--- src/rtl/serial_magnitude_comparator_ctrl.sv ---
// Bit-serial unsigned magnitude comparator: walks two latched operands MSB-first
// through a single 1-bit compare cell and reports eq/gt/lt with a start/busy/done handshake.
module serial_magnitude_comparator_ctrl #(
  parameter int WIDTH      = 8,
  parameter int EARLY_EXIT = 1
) (
  input  logic                       clk,
  input  logic                       rst_n,
  input  logic                       start,
  input  logic [WIDTH-1:0]           a,
  input  logic [WIDTH-1:0]           b,
  output logic                       busy,
  output logic                       done,
  output logic                       a_equals_b,
  output logic                       a_greater_b,
  output logic                       a_less_b,
  output logic [$clog2(WIDTH+1)-1:0] cycles_used
);

  localparam int CW = $clog2(WIDTH+1);
  localparam int IW = $clog2(WIDTH);

  typedef enum logic [1:0] {IDLE, COMPARE, DONE} state_t;

  state_t         state;
  state_t         next_state;
  logic [WIDTH-1:0] sa;
  logic [WIDTH-1:0] sb;
  logic [IW-1:0]  idx;
  logic [CW-1:0]  cnt;
  logic [CW-1:0]  cnt_next;
  logic           seen;
  logic           pend_gt;
  logic           pend_lt;
  logic           cell_gt;
  logic           cell_lt;
  logic           differ;
  logic           finish;
  logic           accept;
  logic           res_gt;
  logic           res_lt;

  // The shared 1-bit compare cell, steered by the current bit index.
  always_comb begin
    cell_gt = sa[idx] & ~sb[idx];
    cell_lt = ~sa[idx] & sb[idx];
    differ  = cell_gt | cell_lt;
  end

  always_comb begin
    accept   = start && (state == IDLE || state == DONE);
    finish   = ((EARLY_EXIT != 0) && differ) || (idx == '0);
    cnt_next = (cnt == CW'(WIDTH)) ? cnt : cnt + CW'(1);
    res_gt   = seen ? pend_gt : cell_gt;
    res_lt   = seen ? pend_lt : cell_lt;
  end

  always_ff @(posedge clk or negedge rst_n) begin
    if (!rst_n) begin
      state <= IDLE;
    end else begin
      state <= next_state;
    end
  end

  always_comb begin
    next_state = state;
    case (state)
      IDLE:    if (start) next_state = COMPARE;
      COMPARE: if (finish) next_state = DONE;
      DONE:    next_state = start ? COMPARE : IDLE;
      default: next_state = IDLE;
    endcase
  end

  always_comb begin
    busy = (state == COMPARE);
    done = (state == DONE);
  end

  // Operand, index and result registers; results hold until the next accepted start.
  always_ff @(posedge clk or negedge rst_n) begin
    if (!rst_n) begin
      sa          <= '0;
      sb          <= '0;
      idx         <= '0;
      cnt         <= '0;
      seen        <= 1'b0;
      pend_gt     <= 1'b0;
      pend_lt     <= 1'b0;
      a_equals_b  <= 1'b0;
      a_greater_b <= 1'b0;
      a_less_b    <= 1'b0;
      cycles_used <= '0;
    end else if (accept) begin
      sa          <= a;
      sb          <= b;
      idx         <= IW'(WIDTH-1);
      cnt         <= '0;
      seen        <= 1'b0;
      pend_gt     <= 1'b0;
      pend_lt     <= 1'b0;
      a_equals_b  <= 1'b0;
      a_greater_b <= 1'b0;
      a_less_b    <= 1'b0;
      cycles_used <= '0;
    end else if (state == COMPARE) begin
      cnt <= cnt_next;
      if (finish) begin
        cycles_used <= cnt_next;
        a_greater_b <= res_gt;
        a_less_b    <= res_lt;
        a_equals_b  <= ~(res_gt | res_lt);
      end else begin
        idx <= idx - IW'(1);
        // Without early exit only the most significant difference decides.
        if (!seen && differ) begin
          seen    <= 1'b1;
          pend_gt <= cell_gt;
          pend_lt <= cell_lt;
        end
      end
    end
  end

endmodule
--- config.mk ---
export PLATFORM = sky130hd
export DESIGN_NAME = serial_magnitude_comparator_ctrl
export DESIGN_NICKNAME = d
export VERILOG_FILES = /design/src/rtl/serial_magnitude_comparator_ctrl.sv
export SDC_FILE = /design/constraint.sdc
export NUM_CORES = 1
export LEC_CHECK = 0
export CAP_MARGIN = 5
export CORE_MARGIN = 4
export CORE_UTILIZATION = 30
export DETAILED_ROUTE_END_ITERATION = 8
export GPL_TIMING_DRIVEN = 1
export PLACE_DENSITY_LB_ADDON = 0.15
export SLEW_MARGIN = 20
export SYNTH_ARGS = -nofsm -noshare
export SYNTH_HDL_FRONTEND = slang
export SYNTH_SLANG_ARGS = --single-unit
--- constraint.sdc ---
create_clock -name clk -period 2.49 [get_ports clk]
set_input_delay 0.249 -clock clk [delete_from_list [all_inputs] [get_ports clk]]
set_output_delay 0.249 -clock clk [all_outputs]
set_load 0.1 [all_outputs]
==> results.toml, run 1 <==
[run_status]
outcome = "finished clean"

[pwr]
power_density_nw_per_um2 = 1330
ir_drop_mv = 0.468
total_power_uw = 2830
p_leak_uw = 0.00106

[clocking]
insertion_delay_ps = 280
cts_resized = 0
cts_max_path_buffers = 2
cts_tree = "yes"
hold_buffers = 0
clk_pin_slew_ps = 70
cts_root_buffer = "clkbuf_8"
postCtsSetupRepairBufs = 0
clock_tree.htree_level_count = 2
cts_buffers = 5
cts_sinks = 35

[timing]
hold_viol_final = 0
rsz0062_at_grt = "no"
slew_headroom_pct = 69.7
period_needed_ps = 2240
setup_tns_ps = 0
worst_slew_pin_slew_ps = 455
report.final.setup_viol = 0
clock.fmax_mhz = 446
final.period_utilization_pct = 90.1
slew_violations = 0
fin_skew_ps = 4.96
hold_ws_ps = 382

[die]
dieArea_um2 = 6950
ios = 28
start_util_pct = 30.9
core_um2 = 5510
die_h_um = 83.4
rows = 27
die_w_um = 83.4

[placement]
gp_routability_congestion = 0.798
place_area_um2 = 2020
portBuffers = 27
dpl.hpwl_um = 2460

[routing]
drc = 0
wl_um = 3390
num_vias = 1227
drtAntennaViolNets = 0
drtIter0Drc = 51
via_per_inst = 4.51
routedWlPerCell_um = 12.5
drtPass1Iterations = 4

[global_routing]
grt.total_usage_pct = 10.3
grt_pass1_vias = 1234
grt_max_degree = 36
grt_antenna_before_repair = 0
grt_pass1_wl_um = 5710
grt-ovfl-total = 0

[worst_setup_path]
end_kind = "flip-flop"
required_ps = 2700
path_class = "reg -> reg"
crit_fanout = 8
crit_path_start_kind = "flip-flop"
crit_arrival_ps = 2450

[layout]
antennaDiodeCount = 0
layout-drive-gt1-share_pct = 10.5
synthToLayoutAreaGrowth_pct = 24.7
fin_nets = 224
fin_area_um2 = 2120

[hold_path]
hp-class = "in -> async"

[logic_synthesis]
synthArstFlopShare_pct = 100
seq_area_frac_synth_pct = 51.4
synth_warnings = 0
synth-seq-cells = 35
synthTopCellsByArea = "dfrtp_1 (51%), nand2_1 (14%), mux2i_1 (7.6%)"
synth.cells.most_frequent = "nand2_1 (65), dfrtp_1 (35), mux2i_1 (13), ha_1 (6), inv_1 (6)"
synth.most_common_cell = "nand2_1"
yosysTopAreaCell = "dfrtp_1"
synthCells = 169
synth_top_flop_cell = "dfrtp_1"
yosys.area.top_type_share_pct = 51.4
synth.avg_cell_area_um2 = 10.1
synth-edff-count = 0
syn-cell-area_um2 = 1700
synth_nets = 194
ys_types = 26

[flow_run]
cap_violations = 0
where the power goes:
part | leakage [uW] | switching (uW) | internal [uW]
sequential | 0.000439 | 169 | 799
clock | 0.0000515 | 190 | 252
combinational | 0.000568 | 889 | 530
total | 0.00106 | 1250 | 1580
cells in the final DEF, fill, tap and decap left out, types with 5 or more instances in the layout:
| cell type | instances |
|---|---|
| and2_1 | 5 |
| clkbuf_8 | 7 |
| mux2i_1 | 13 |
| dfrtp_1 | 35 |
| clkdlybuf4s50_1 | 18 |
| ha_1 | 6 |
| buf_4 | 12 |
| inv_1 | 6 |
| nand2_1 | 65 |
sequential cells by signal, indices dropped and copies added (netlist names), 2 cells and up:
| signal | cells |
|---|---|
| state | 2 |
| idx | 3 |
| cnt | 4 |
| sa | 8 |
| cycles_used | 4 |
| sb | 8 |
path summary, 6_finish.rpt:
kind	from	end	slack [ps]	cells after the start
setup / recovery	idx[0]	cycles_used[3]	250	6
hold / removal	rst_n	cycles_used[1]	380	2
setup reg to reg	idx[0]	cycles_used[3]	250	6
hold reg to reg	sa[7]	sa[7]	470	2
max in group asynchronous	rst_n	sa[1]	1780	2
min in group clk	sa[7]	sa[7]	470	2
metrics by stage:
stage	instances	worst slack, ps	util (%)
floorplan	169	493	-
global placement	264	342	36.8
detailed placement	264	229	36.8
CTS	272	229	38.6
global route	272	88.2	38.6
finish	272	246	38.6
routing by layer:
metal | global-route usage [%] | wire length [um]
met5 | 0 | 0
met3 | 4.76 | 190
met2 | 15.8 | 1650
met1 | 12.7 | 1510
met4 | 3.86 | 42
layout make-up:
class	instances	area [um2]
fill	547	3380
clock buffer	8	100
tap	72	90.1
timing repair buffer	30	270
inverter	6	22.5
sequential	35	876
multi-input combinational	121	766
cells by family after synthesis:
family	Yosys count	share of synthesized area, %
xor+xnor	2	1.03
mux	17	13.8
fa+ha+maj	6	4.41
flops	35	51.4
compound gates	9	4.04
simple gates	87	21.7
buf+inv	13	3.67
worst max-delay path, stage by stage (launching register included):
cell	delay, ps
dfrtp_1	510
mux4_1	610
nand2_1	100
and2_1	130
ha_1	280
a21oi_4	320
mux2i_1	220
(Power assumes the default switching activity.)
==> inputs of run 2 (changes only) <==
--- a/config.mk
+++ b/config.mk
@@ -9,7 +9,7 @@
 export CORE_MARGIN = 4
 export CORE_UTILIZATION = 30
 export DETAILED_ROUTE_END_ITERATION = 8
-export GPL_TIMING_DRIVEN = 1
+export GPL_TIMING_DRIVEN = 0
 export PLACE_DENSITY_LB_ADDON = 0.15
 export SLEW_MARGIN = 20
 export SYNTH_ARGS = -nofsm -noshare
==> run 2 against run 1 <==
Effect of this change:
- largest cell class unchanged
- global-route usage increased by 0.66 points
- cell count rose by 2.2%
- critical path type is now reg -> out
- routed wire length grew 5.2%
==> results.toml, run 2 (synthesis results as in run 1) <==
[run_status]
outcome = "finished clean"

[clocking]
cts_buffers = 5
cts_sinks = 35
cts_max_path_buffers = 2
cts_tree = "yes"
cts_root_buffer = "clkbuf_8"
postCtsSetupRepairBufs = 0
insertion_delay_ps = 290
clock_tree.htree_level_count = 2
clk_pin_slew_ps = 70

[global_routing]
grt_pass1_wl_um = 5930
grt.total_usage_pct = 11.0
grt_antenna_before_repair = 0
grt_pass1_vias = 1265
grt_max_degree = 30
grt-ovfl-total = 0

[worst_setup_path]
rr_worst_depth = 7
rr_startpoint = "idx[0]"
crit_fanout = 7
end_kind = "primary output"
regToRegSetupSlack_ps = 260
crit_arrival_ps = 2040
r2r_end = "a_less_b"
required_ps = 2240
path_class = "reg -> out"
crit_path_start_kind = "flip-flop"

[die]
die_h_um = 83.4
rows = 27
start_util_pct = 30.9
dieArea_um2 = 6950
core_um2 = 5510
die_w_um = 83.4
ios = 28

[timing]
period_needed_ps = 2290
hold_viol_final = 0
slew_headroom_pct = 35.2
rsz0062_at_grt = "no"
final.period_utilization_pct = 92.1
setup_tns_ps = 0
clock.fmax_mhz = 436
worst_slew_pin_slew_ps = 969
report.final.setup_viol = 0
fin_skew_ps = 4.29
slew_violations = 0

[hold_path]
hp-class = "in -> async"

[pwr]
p_leak_uw = 0.00107
internal-power_uw = 1620
pwr-share-clk_pct = 15.7
p_sw_uw = 1270
ir_drop_mv = 0.587
p_sw_share_pct = 44.0
power_density_nw_per_um2 = 1320
p_seq_share_pct = 32.8
p_comb_share_pct = 51.5

[layout]
antennaDiodeCount = 0
synthToLayoutAreaGrowth_pct = 28.4
layout-drive-gt1-share_pct = 8.25
biggestRegsByFlops = "sa: 8 flops, sb: 8 flops"
mostFrequentLayoutCells = "nand2_1 (65), dfrtp_1 (35), clkdlybuf4s50_1 (25)"
fin_nets = 230
final_cells = 278
multi_input_area_um2 = 766
final_common_cell = "nand2_1"
ff_latch_area_um2 = 876
fillers = 538

[routing]
drc = 0
drtIter0Drc = 90
via_per_inst = 4.49
num_vias = 1248
wl_um = 3570
routedWlPerCell_um = 12.8
drtAntennaViolNets = 0
drtPass1Iterations = 4

[placement]
portBuffers = 27
dp_cells = 269
dpl.hpwl_um = 2610
gp_routability_congestion = 0.718

[flow_run]
cap_violations = 0
==> run 2: cell types whose count changed in the layout (fill, tap and decap cells not counted), sizes merged <==
cell and delta:
clkbuf +1, clkdlybuf4s50 +7, buf -4, dlygate4sd3 +1, dlygate4sd2 +1
==> run 2: final cells by class <==
cell class	count	share of cell area (%)
tap	72	4.12
sequential	35	40.0
timing repair buffer	29	13.4
inverter	6	1.03
clock buffer	8	4.57
buffer	7	1.83
multi-input combinational	121	35.0
==> run 2: power groups by stage <==
stage                     Sequential (uW)  Clock, uW  Combinational, uW
final                                 948        454               1490
after global routing                  978        498               1640
after CTS                             950        473               1520
after detailed placement              960          0               1520
after global placement                948          0               1480
after floorplan                      1160          0                939
==> run 2: worst max-delay path by stage <==
| stage | depth (start not counted) | to | from |
|---|---|---|---|
| after CTS | 4 | busy | state[1] |
| after floorplan | 7 | a_equals_b | idx[0] |
| after global routing | 7 | cycles_used[2] | idx[0] |
| final | 4 | busy | state[1] |
| after detailed placement | 4 | busy | state[1] |
| after global placement | 4 | busy | state[1] |
==> run 2: layer usage <==
metal  up-vias  track usage (%)  wire length (um)
met5         -                0                 0
met4         0             5.35                77
met3         7             4.07               179
met2        25             18.2              1700
met1       588             12.4              1610
li1        628                -                 -
==> run 2: per-stage QoR <==
| step | util [%] | instance area, um2 | worst slack, ps | hold WS (ps) | power (uW) |
|---|---|---|---|---|---|
| after floorplan | - | 1700 | 493 | -46.6 | 2100 |
| after global placement | 37.5 | 2060 | 225 | 451 | 2420 |
| after detailed placement | 37.8 | 2080 | 224 | 106 | 2480 |
| after CTS | 39.7 | 2190 | 185 | 328 | 2940 |
| after global routing | 39.7 | 2190 | 106 | 328 | 3110 |
| final | 39.7 | 2190 | 196 | 327 | 2890 |
==> run 2: repair_timing <==
item,4_1_cts,5_1_grt
hold buffers,1,0
resized for setup,1,0
endpoints found under the hold margin,6,0
setup endpoints to repair,1,0
==> run 2: worst max-delay path, stage by stage, from the launching register on <==
cell	delay, ps
dfrtp_1	370
nand2b_1	130
buf_2	160
inv_1	210
dlygate4sd2_1	890
